`src/rtl/push_button_debouncer.sv`:
```
// Synchroniser + debounce FSM for one active-low push button, producing a clean
// level and one-cycle press/release pulses; long_press is built only when
// PUSH_BUTTON_LONG_PRESS_EN is defined (otherwise it is tied low).
module push_button_debouncer #(
  parameter int SYNC_STAGES       = 2,
  parameter int DEBOUNCE_CYCLES   = 12000,
  parameter int LONG_PRESS_CYCLES = 12000000
) (
  input  logic clock,
  input  logic reset,
  input  logic push_button_n,
  output logic push_button,
  output logic pressed,
  output logic released,
  output logic long_press
);

  localparam int CW = (DEBOUNCE_CYCLES > 2) ? $clog2(DEBOUNCE_CYCLES) : 1;
  localparam logic [CW-1:0] CNT_LAST = CW'(DEBOUNCE_CYCLES - 1);
  localparam logic [CW-1:0] CNT_ONE  = CW'(1);
  localparam logic [CW-1:0] CNT_ZERO = CW'(0);

  typedef enum logic [1:0] {
    ST_RELEASED    = 2'd0,
    ST_ARM_PRESS   = 2'd1,
    ST_HELD        = 2'd2,
    ST_ARM_RELEASE = 2'd3
  } state_t;

  logic [SYNC_STAGES-1:0] sync_r;
  logic                   sample_s;
  state_t                 state_r;
  state_t                 state_next_s;
  logic [CW-1:0]          cnt_r;
  logic [CW-1:0]          cnt_next_s;
  logic                   level_next_s;
  logic                   pressed_next_s;
  logic                   released_next_s;

  // Metastability chain; reset loads the released (high) pin level.
  always_ff @(posedge clock) begin
    if (reset) begin
      sync_r <= {SYNC_STAGES{1'b1}};
    end else begin
      sync_r <= {sync_r[SYNC_STAGES-2:0], push_button_n};
    end
  end

  assign sample_s = ~sync_r[SYNC_STAGES-1];

  // FSM state and debounce counter registers.
  always_ff @(posedge clock) begin
    if (reset) begin
      state_r <= ST_RELEASED;
      cnt_r   <= CNT_ZERO;
    end else begin
      state_r <= state_next_s;
      cnt_r   <= cnt_next_s;
    end
  end

  // Next-state logic; the counter is cleared on every accept or reject so it never wraps.
  always_comb begin
    state_next_s    = state_r;
    cnt_next_s      = cnt_r;
    level_next_s    = push_button;
    pressed_next_s  = 1'b0;
    released_next_s = 1'b0;
    case (state_r)
      ST_RELEASED: begin
        cnt_next_s   = CNT_ZERO;
        level_next_s = 1'b0;
        if (sample_s) begin
          state_next_s = ST_ARM_PRESS;
        end else begin
          state_next_s = ST_RELEASED;
        end
      end
      ST_ARM_PRESS: begin
        if (!sample_s) begin
          state_next_s = ST_RELEASED;
          cnt_next_s   = CNT_ZERO;
        end else if (cnt_r == CNT_LAST) begin
          state_next_s   = ST_HELD;
          cnt_next_s     = CNT_ZERO;
          level_next_s   = 1'b1;
          pressed_next_s = 1'b1;
        end else begin
          cnt_next_s = cnt_r + CNT_ONE;
        end
      end
      ST_HELD: begin
        cnt_next_s   = CNT_ZERO;
        level_next_s = 1'b1;
        if (!sample_s) begin
          state_next_s = ST_ARM_RELEASE;
        end else begin
          state_next_s = ST_HELD;
        end
      end
      ST_ARM_RELEASE: begin
        if (sample_s) begin
          state_next_s = ST_HELD;
          cnt_next_s   = CNT_ZERO;
        end else if (cnt_r == CNT_LAST) begin
          state_next_s    = ST_RELEASED;
          cnt_next_s      = CNT_ZERO;
          level_next_s    = 1'b0;
          released_next_s = 1'b1;
        end else begin
          cnt_next_s = cnt_r + CNT_ONE;
        end
      end
      default: begin
        state_next_s = ST_RELEASED;
        cnt_next_s   = CNT_ZERO;
        level_next_s = 1'b0;
      end
    endcase
  end

  // Registered level and event pulses.
  always_ff @(posedge clock) begin
    if (reset) begin
      push_button <= 1'b0;
      pressed     <= 1'b0;
      released    <= 1'b0;
    end else begin
      push_button <= level_next_s;
      pressed     <= pressed_next_s;
      released    <= released_next_s;
    end
  end

`ifdef PUSH_BUTTON_LONG_PRESS_EN
  localparam int HW = (LONG_PRESS_CYCLES > 2) ? $clog2(LONG_PRESS_CYCLES) : 1;
  localparam logic [HW-1:0] HOLD_LAST = HW'(LONG_PRESS_CYCLES - 1);
  localparam logic [HW-1:0] HOLD_FIRE = HW'(LONG_PRESS_CYCLES - 2);
  localparam logic [HW-1:0] HOLD_ONE  = HW'(1);
  localparam logic [HW-1:0] HOLD_ZERO = HW'(0);

  logic [HW-1:0] hold_r;

  // Hold counter starts at 0 on the press and saturates so only one long_press fires.
  always_ff @(posedge clock) begin
    if (reset) begin
      hold_r     <= HOLD_ZERO;
      long_press <= 1'b0;
    end else if (pressed_next_s || released_next_s) begin
      hold_r     <= HOLD_ZERO;
      long_press <= 1'b0;
    end else if (push_button) begin
      if (hold_r != HOLD_LAST) begin
        hold_r     <= hold_r + HOLD_ONE;
        long_press <= (hold_r == HOLD_FIRE);
      end else begin
        hold_r     <= hold_r;
        long_press <= 1'b0;
      end
    end else begin
      hold_r     <= HOLD_ZERO;
      long_press <= 1'b0;
    end
  end
`else
  assign long_press = 1'b0;
`endif

endmodule

```
`config.mk`:
```
export PLATFORM = sky130hd
export DESIGN_NAME = push_button_debouncer
export DESIGN_NICKNAME = d
export VERILOG_FILES = /design/src/rtl/push_button_debouncer.sv
export SDC_FILE = /design/constraint.sdc
export NUM_CORES = 1
export LEC_CHECK = 0
export ABC_AREA = 1
export CELL_PAD_IN_SITES_DETAIL_PLACEMENT = 2
export CELL_PAD_IN_SITES_GLOBAL_PLACEMENT = 2
export CORE_UTILIZATION = 25
export DETAILED_ROUTE_END_ITERATION = 7
export PLACE_DENSITY_LB_ADDON = 0.08
export SYNTH_ARGS = -nofsm -noshare
export SYNTH_HDL_FRONTEND = slang
export SYNTH_SLANG_ARGS = --single-unit
```
`constraint.sdc`:
```
create_clock -name clock -period 1.35 [get_ports clock]
set_input_delay 0.135 -clock clock [delete_from_list [all_inputs] [get_ports clock]]
set_output_delay 0.135 -clock clock [all_outputs]
set_load 0.02 [all_outputs]
```
==> results.sh, run 1 <==
export IMPL_die_area_sq_um=4850
export IMPL_cp_cell_sequence="ha_4 > nand2_4 > nor2_4 > nand3_2 > nor2_4 > nor2_4 > nand2_4 > buf_12 > nor2_2"
export IMPL_maxClockFrequency_ghz=0.745
export IMPL_route_detailed_drc=0
export IMPL_rows=24
export IMPL_grt_usage_pct=14.8
export IMPL_final_cell_mix="buf_4 (23), nand2_1 (20), nor2_4 (13), dfxtp_1 (13), nor2_1 (10)"
export IMPL_cts_sinks=21
export IMPL_nets=190
export IMPL_synthFlopType="dfxtp_1"
export IMPL_finalWorstSetupSlack_ps=8.07
export IMPL_power_mw=1.14
export IMPL_p_sw_mw=0.276
export IMPL_crit_family="simple AND/OR/NAND/NOR gates"
export IMPL_place_area_sq_um=1400
export IMPL_min_period_ps=1340
export IMPL_antenna_cells=0
export IMPL_crit_path_frequent_cell="nor2_4"
export IMPL_startpoint_type="register"
export IMPL_yosysWarnings=0
export IMPL_power_frac_clock_pct=38.4
export IMPL_p_leak_nw=0.718
export IMPL_clk_pin_slew_worst_paths_ps=80
export IMPL_die_w_um=69.7
export IMPL_first_pass_iters=4
export IMPL_fin_area_sq_um=1740
export IMPL_hold_class="reg -> reg"
export IMPL_wire_per_inst_um=14.6
export IMPL_cp_max_fo=5
export IMPL_grt_pass1_vias=1192
export IMPL_worst_path_buf_inv=1
export IMPL_arrival_ps=1510
export IMPL_end_kind="register"
export IMPL_dr_wl_met2_mm=1.89
export IMPL_synth_top_area_share_pct=36.7
export IMPL_area_growth_pct=52.0
export IMPL_portBuffers=5
export IMPL_drive_gt1_share_pct=52.5
export IMPL_pre_cts_ws_ps=-84.4
export IMPL_slowest_stage="dfxtp_2"
export IMPL_drt_initial_drc_count=27
export IMPL_routed_via_density=4.58
export IMPL_maxSlewViolCount=0
export IMPL_intPower_mw=0.865
export IMPL_cp_required_ps=1520
export IMPL_root_buffer="clkbuf_8"
export IMPL_max_cap_violations=0
export IMPL_grt_overflow_total=0
export IMPL_clock_latency_ps=270
export IMPL_ant_nets=0
export IMPL_seq_power_share_pct=55.1
export IMPL_io_pins=7
export IMPL_fin_crit_sh_pct=99.4
export IMPL_routed_via_count=1067
export IMPL_ys_ff_latch=21
export IMPL_synthTopCellsByArea="dfxtp_1 (37%), nand2_1 (7.2%), xor2_1 (6.1%), nor2_1 (5.6%), ha_1 (5.5%)"
export IMPL_initial_core_util_pct=26.1
export IMPL_status="completed"
export IMPL_layout_commonest_cell="buf_4"
export IMPL_setup_worst_path_class="reg -> reg"
export IMPL_ir_worst_vdd_mv=0.323
export IMPL_htreeDepth=1
export IMPL_wl_met3_um=68
export IMPL_yosys_area_top_type="dfxtp_1"
export IMPL_grt_max_degree=13
export IMPL_finClkSkew_ps=2.72
export IMPL_postCtsHoldBufs=0
export IMPL_setup_viol=0
export IMPL_wl_met1_mm=1.41
export IMPL_cts_buffers=3
export IMPL_grt_first_pass_wirelength_mm=5.67
export IMPL_grt_setup_unrepaired="yes"
export IMPL_die_h_um=69.7
export IMPL_syn_nets=156
export IMPL_syn_area_per_cell_sq_um=7.74
export IMPL_p_sw_share_pct=24.2
export IMPL_critical_path_max_stage_delay_ps=360
export IMPL_cts_tree="yes"
export IMPL_syn_area_sq_um=1140
export IMPL_cts_path_max_buffers=2
export IMPL_antenna_found_initial=0
export IMPL_synth_edf_count=0
export IMPL_syn_inst=148
export IMPL_gp_congestion=0.726
export IMPL_combPwrFrac_pct=6.5
export IMPL_async_flop_share_pct=0
export IMPL_ys_types=24
export IMPL_dp_hpwl_mm=2.47
export IMPL_coreArea_sq_um=4380
export IMPL_synth_seq_area_share_pct=36.7
export IMPL_top_layer="met4"
export IMPL_p_per_area_nw_per_um2=656
export IMPL_hold_viol_final=0
export IMPL_wl_mm=3.41
[worst paths after layout]
path | from | end | slack, ps | depth (start not counted)
max | cnt_r[0] | cnt_r[8] | 8 | 9
min reg2reg | sync_r[0] | sync_r[1] | 420 | 1
max reg2reg | cnt_r[0] | cnt_r[8] | 8 | 9
min | sync_r[0] | sync_r[1] | 420 | 1
[routing by layer]
metal  vias up  track usage [%]
met2         6             28.4
met3         4             2.62
met5         -                0
li1        522                -
met1       535             16.7
met4         0             4.00
[cell families after synthesis]
group                      Yosys count  share of synthesized area (%)
adders and majority gates            5                           5.46
xor gates and xnor gates             8                           6.12
AOI/OAI and AO/OA                    7                           3.06
muxes                                2                           1.75
DFF                                 21                           36.7
buffers and inverters               22                           9.18
and+or+nand+nor                     82                           37.4
other                                1                          0.328
[power by group through the flow]
stage / clock network, mW / logic [mW] / registers (mW)
global route: 0.480 / 0.0815 / 0.630
CTS: 0.456 / 0.0710 / 0.631
detailed placement: 0 / 0.0654 / 0.646
global placement: 0 / 0.0625 / 0.645
finish: 0.438 / 0.0740 / 0.629
floorplan: 0 / 0.0304 / 0.649
[sequential cells by signal, summed over array words and instances (netlist names), named ones only]
signal	count
pressed	1
state_r	1
sync_r	2
released	1
push_button	1
cnt_r	14
[per-stage QoR]
stage	hold slack, ps	setup TNS, ps	utilization, %	std cells
3_3_place_gp	402	-330	32.0	223
2_1_floorplan	204	0	-	148
6_report	421	0	39.7	233
3_5_place_dp	407	-862	32.0	223
4_1_cts	429	-23.2	36.0	228
5_1_grt	434	-679	39.7	233
[cell type report]
type / instances / area, sq um
fill: 496 / 2640
multi-input combinational: 105 / 818
sequential: 21 / 438
timing repair buffer: 32 / 297
inverter: 19 / 76.3
tap: 52 / 65.1
clock buffer: 3 / 41.3
clock inverter: 1 / 5.00
[Yosys cell counts, types with 2 or more instances]
cell type and n:
or2_2 2, mux2i_1 2, inv_1 14, a21oi_1 4, inv_2 5, dfxtp_1 21, nand4_1 4, ha_1 5
nand3_1 10, nor2_2 8, nor3_1 6, nand2_1 22, xor2_1 8, nor2_1 17, nand2_2 6, o21ai_1 2
nor2_4 5
[what timing repair did]
action,in CTS,in global routing
setup endpoints to repair,17,19
hold endpoints to repair,0,0
pin swaps,8,9
setup buffers,0,5
resized for setup,31,31
gates cloned,1,0
Note: power is estimated with default switching activity, not from simulation.
==> inputs of run 2 (changes only) <==
- CELL_PAD_IN_SITES_DETAIL_PLACEMENT: 2 -> default
- CELL_PAD_IN_SITES_GLOBAL_PLACEMENT: 2 -> default
- SLEW_MARGIN: default -> 20
==> run 2 against run 1 <==
Register-to-register slack improved by 30 ps. Die area unchanged. Power decreased by 0.11%. Cell count increased by 0.86%. Wire length decreased by 27%. Sequential power about the same. Final area decreased by 6.0%. Highest routed layer unchanged.
==> results.sh, run 2 (synthesis gave the netlist of run 1 again) <==
export IMPL_p_sw_mw=0.267
export IMPL_startpoint_type="register"
export IMPL_reg_top3="cnt_r x14, sync_r x2"
export IMPL_hold_viol_final=0
export IMPL_grt_setup_unrepaired="yes"
export IMPL_cts_sinks=21
export IMPL_cp_max_fo=6
export IMPL_clock_latency_ps=260
export IMPL_ant_nets=0
export IMPL_route_detailed_drc=0
export IMPL_io_pins=7
export IMPL_p_per_area_nw_per_um2=696
export IMPL_coreArea_sq_um=4380
export IMPL_setup_worst_path_class="reg -> reg"
export IMPL_ir_worst_vdd_mv=0.274
export IMPL_fin_area_sq_um=1640
export IMPL_antenna_found_initial=0
export IMPL_drt_initial_drc_count=38
export IMPL_power_mw=1.14
export IMPL_drive_gt1_share_pct=45.9
export IMPL_crit_path_frequent_cell="nor2_4"
export IMPL_cts_buffers=3
export IMPL_regMostFlops="cnt_r"
export IMPL_status="completed"
export IMPL_dp_hpwl_mm=1.84
export IMPL_largest_reg_flops=14
export IMPL_finalWorstSetupSlack_ps=41.8
export IMPL_p_leak_nw=0.685
export IMPL_maxClockFrequency_ghz=0.764
export IMPL_hold_class="reg -> reg"
export IMPL_busiest_layer="met2"
export IMPL_reg2reg_depth=9
export IMPL_wl_mm=2.48
export IMPL_power_frac_clock_pct=38.2
export IMPL_die_area_sq_um=4850
export IMPL_place_area_sq_um=1430
export IMPL_cp_required_ps=1510
export IMPL_setup_viol=0
export IMPL_grt_pass1_vias=957
export IMPL_cts_path_max_buffers=2
export IMPL_cts_tree="yes"
export IMPL_min_period_ps=1310
export IMPL_end_kind="register"
export IMPL_grt_usage_pct=10.8
export IMPL_fin_crit_sh_pct=96.9
export IMPL_initial_core_util_pct=26.1
export IMPL_combPwrFrac_pct=6.3
export IMPL_use_met3_pct=2.18
export IMPL_htreeDepth=1
export IMPL_worst_path_buf_inv=3
export IMPL_clk_pin_slew_worst_paths_ps=80
export IMPL_postCtsHoldBufs=0
export IMPL_portBuffers=5
export IMPL_cp_depth=9
export IMPL_grt_first_pass_wirelength_mm=4.22
export IMPL_maxSlewViolCount=0
export IMPL_rows=24
export IMPL_routed_via_density=4.24
export IMPL_die_h_um=69.7
export IMPL_area_growth_pct=43.0
export IMPL_seq_power_share_pct=55.5
export IMPL_nets=192
export IMPL_grt_overflow_total=0
export IMPL_arrival_ps=1470
export IMPL_slowest_stage="dfxtp_4"
export IMPL_finClkSkew_ps=1.30
export IMPL_p_sw_share_pct=23.4
export IMPL_gr_usage_met1_pct=15.1
export IMPL_setup_tns_final_ps=0
export IMPL_root_buffer="clkbuf_8"
export IMPL_routed_via_count=996
export IMPL_grt_max_degree=12
export IMPL_max_cap_violations=0
export IMPL_gp_congestion=0.772
export IMPL_holdPathStages=1
export IMPL_met2_usage_pct=16.5
export IMPL_first_pass_iters=4
export IMPL_whs_ps=413
export IMPL_wire_per_inst_um=10.6
export IMPL_die_w_um=69.7
export IMPL_pre_cts_ws_ps=-113
export IMPL_intPower_mw=0.872
export IMPL_cp_cell_sequence="inv_4 > ha_4 > inv_2 > nor2_4 > nor2_2 > nor2_4 > nand2_4 > buf_12 > nor2_4"
export IMPL_critical_path_max_stage_delay_ps=390
export IMPL_crit_family="simple AND/OR/NAND/NOR gates"
export IMPL_final_cell_mix="buf_4 (28), nand2_1 (20), dfxtp_1 (16), nor2_1 (11), nor2_2 (11)"
export IMPL_layout_commonest_cell="buf_4"
export IMPL_antenna_cells=0
run 2: final timing paths:
path / from / to / slack [ps]
worst min-delay path: sync_r[0] / sync_r[1] / 410
worst max register to register: register / cnt_r[9] / 40
worst max-delay path: register / cnt_r[9] / 40
worst min register to register: sync_r[0] / sync_r[1] / 410
run 2: timing repair:
item	4_1_cts	5_1_grt
endpoints found under the setup margin	17	18
resized for setup	13	25
pin swaps	6	8
cloned	0	0
buffers inserted	2	3
hold endpoints to repair	0	0
run 2: metal layers:
layer | wire length [um] | share of wire, %
met1 | 1240 | 50
met2 | 1140 | 46
met3 | 57 | 2.3
met4 | 36 | 1.5
met5 | 0 | 0
run 2: per-stage QoR:
step                      instances  utilization, %
after global placement          226            32.5
after floorplan                 148               -
after CTS                       232            34.8
final                           235            37.3
after global routing            235            37.3
after detailed placement        226            32.5
run 2: worst register-to-register path: cells and delay by family (launching register included):
| kind | cells | cell delay, ps |
|---|---|---|
| simple gates | 5 | 400 |
| flops | 1 | 390 |
| buf+inv | 3 | 250 |
| fa+ha+maj | 1 | 160 |
run 2: final cells by class:
type / instances / area, sq um
timing repair buffer: 34 / 284
fill: 457 / 2750
inverter: 19 / 73.8
multi-input combinational: 105 / 737
clock buffer: 4 / 45.0
sequential: 21 / 432
tap: 52 / 65.1
run 2: power by group through the flow:
stage               combinational [mW]  sequential, mW  clock, mW
global route                    0.0804           0.633      0.471
floorplan                       0.0304           0.649          0
global placement                0.0630           0.646          0
CTS                             0.0671           0.632      0.454
detailed placement              0.0644           0.646          0
finish                          0.0723           0.632      0.435
==> inputs of run 3 (changes only) <==
- CORE_MARGIN: default -> 2
- CTS_CLUSTER_SIZE: default -> 8
==> run 3 against run 2 <==
First-iteration DRC count rose by 2.6%. Via count decreased by 2.9%. Clock power is 3% lower. Die area grew 5.8%. Power fell by 1.5%. Utilization is 0.057 points lower. Setup slack worse by 19 ps. Critical path depth stayed put. Worst hold slack improved by 3.3 ps. Wire length increased by 1.0%. Critical path type unchanged.
==> results.sh, run 3 (synthesis gave the netlist of run 1 again) <==
export IMPL_io_pins=7
export IMPL_place_area_sq_um=1400
export IMPL_hold_viol_final=0
export IMPL_cp_cell_sequence="ha_4 > nand2_4 > nor2_4 > nand3_2 > nor2_4 > nor2_4 > nand2_4 > buf_12 > nor2_2"
export IMPL_hold_end="sync_r[1]"
export IMPL_layout_commonest_cell="buf_4"
export IMPL_slowest_stage="dfxtp_2"
export IMPL_portBuffers=5
export IMPL_dp_hpwl_mm=1.78
export IMPL_multiInputGateArea_sq_um=772
export IMPL_antenna_cells=0
export IMPL_cp_required_ps=1510
export IMPL_end_kind="register"
export IMPL_die_area_sq_um=5140
export IMPL_critical_path_max_stage_delay_ps=360
export IMPL_die_h_um=71.7
export IMPL_largest_reg_flops=14
export IMPL_route_detailed_drc=0
export IMPL_setup_viol=0
export IMPL_layout_cells_non_filler=230
export IMPL_fin_crit_sh_pct=98.3
export IMPL_cts_path_max_buffers=2
export IMPL_p_per_area_nw_per_um2=687
export IMPL_grt_first_pass_wirelength_mm=4.19
export IMPL_worst_path_buf_inv=1
export IMPL_grt_usage_pct=10.2
export IMPL_clk_pin_slew_worst_paths_ps=80
export IMPL_final_cell_mix="buf_4 (23), nand2_1 (18), dfxtp_1 (14), nor2_1 (11)"
export IMPL_postCtsHoldBufs=0
export IMPL_routed_via_density=4.20
export IMPL_seqCellArea_sq_um=434
export IMPL_hold_path_startpoint="sync_r[0]"
export IMPL_antenna_found_initial=0
export IMPL_routed_via_count=967
export IMPL_drt_initial_drc_count=39
export IMPL_root_buffer="clkbuf_8"
export IMPL_rows=24
export IMPL_r2r_start="cnt_r[0]"
export IMPL_reg2reg_depth=9
export IMPL_initial_core_util_pct=26.1
export IMPL_crit_path_frequent_cell="nor2_4"
export IMPL_startpoint_type="register"
export IMPL_cp_max_fo=8
export IMPL_ir_worst_vdd_mv=0.341
export IMPL_htreeDepth=1
export IMPL_nets=187
export IMPL_crit_family="simple AND/OR/NAND/NOR gates"
export IMPL_cts_sinks=21
export IMPL_holdPathStages=1
export IMPL_fin_area_sq_um=1630
export IMPL_first_pass_iters=4
export IMPL_r2r_end="cnt_r[3]"
export IMPL_cts_tree="yes"
export IMPL_die_w_um=71.7
export IMPL_nFillCells=467
export IMPL_status="completed"
export IMPL_p_leak_nw=0.648
export IMPL_gp_congestion=0.743
export IMPL_grt_max_degree=12
export IMPL_coreArea_sq_um=4380
export IMPL_max_cap_violations=0
export IMPL_maxSlewViolCount=0
export IMPL_regMostFlops="cnt_r"
export IMPL_wl_mm=2.51
export IMPL_dp_cells=222
export IMPL_hold_class="reg -> reg"
export IMPL_grt_overflow_total=0
export IMPL_clock_latency_ps=260
export IMPL_reg_top3="cnt_r x14, sync_r x2"
export IMPL_maxClockFrequency_ghz=0.753
export IMPL_grt_pass1_vias=933
export IMPL_finClkSkew_ps=1.87
export IMPL_reg2reg_slack_ps=20
export IMPL_area_growth_pct=42.7
export IMPL_drive_gt1_share_pct=49.4
export IMPL_arrival_ps=1480
export IMPL_grt_setup_unrepaired="yes"
export IMPL_min_period_ps=1330
export IMPL_cts_buffers=3
export IMPL_ant_nets=0
export IMPL_whs_ps=417
export IMPL_wire_per_inst_um=10.9
export IMPL_setup_worst_path_class="reg -> reg"
export IMPL_power_mw=1.12
-- run 3: cell count changes in the layout (fill, tap and decap cells not counted), moves of 2 or more --
cell | before | now
nand2_1 | 20 | 18
dfxtp_1 | 16 | 14
nand2_4 | 4 | 2
xor2_2 | 0 | 2
dfxtp_2 | 3 | 5
nand2_2 | 4 | 8
buf_4 | 28 | 23
xor2_1 | 8 | 6
-- run 3: cell type report --
| cell class | count | share of cell area, % |
|---|---|---|
| Clock buffer | 4 | 2.76 |
| Inverter | 19 | 4.52 |
| Multi-Input combinational cell | 105 | 47.2 |
| Sequential cell | 21 | 26.6 |
| Tap cell | 52 | 3.98 |
| Timing Repair Buffer | 29 | 14.9 |
-- run 3: where the power goes --
group | internal, mW | switching (mW)
sequential | 0.623 | 0.00701
clock | 0.210 | 0.212
combinational | 0.0351 | 0.0344
total | 0.869 | 0.254
-- run 3: worst reg2reg max path: cells and delay by family, from the launching register on --
kind,cells,cell delay [ps]
AND/OR/NAND/NOR,7,570
flip-flops,1,360
adder cells (fa/ha/maj),1,150
buffers and inverters,1,140
-- run 3: worst max path at each step --
stage                      endpoint     start  cells after the start
final                      cnt_r[3]  cnt_r[0]                      9
after global routing       cnt_r[6]  cnt_r[0]                      9
after CTS                 cnt_r[13]  register                      9
after detailed placement   cnt_r[9]  register                      9
after global placement     cnt_r[3]  register                      9
after floorplan            cnt_r[9]  cnt_r[0]                      9
-- run 3: what timing repair did --
| action | in CTS | in global routing |
|---|---|---|
| gates resized for setup | 10 | 36 |
| pin swaps | 5 | 14 |
| buffers inserted | 1 | 3 |
| endpoints found under the setup margin | 15 | 18 |
| gates cloned | 0 | 0 |
-- run 3: per-stage QoR --
step / utilization, % / setup slack (ps) / setup TNS [ps]
final: 37.3 / 22.8 / 0
after global routing: 37.3 / -61.9 / -641
after CTS: 33.5 / 6.03 / 0
after detailed placement: 31.8 / -59.5 / -555
after global placement: 31.8 / -65.0 / -639
after floorplan: - / 5.18 / 0
-- run 3: layer usage --
layer,GRT usage [%],wire [um]
met1,14.4,1220
met2,15.9,1230
met3,1.69,33
met4,3.14,27
met5,0,0
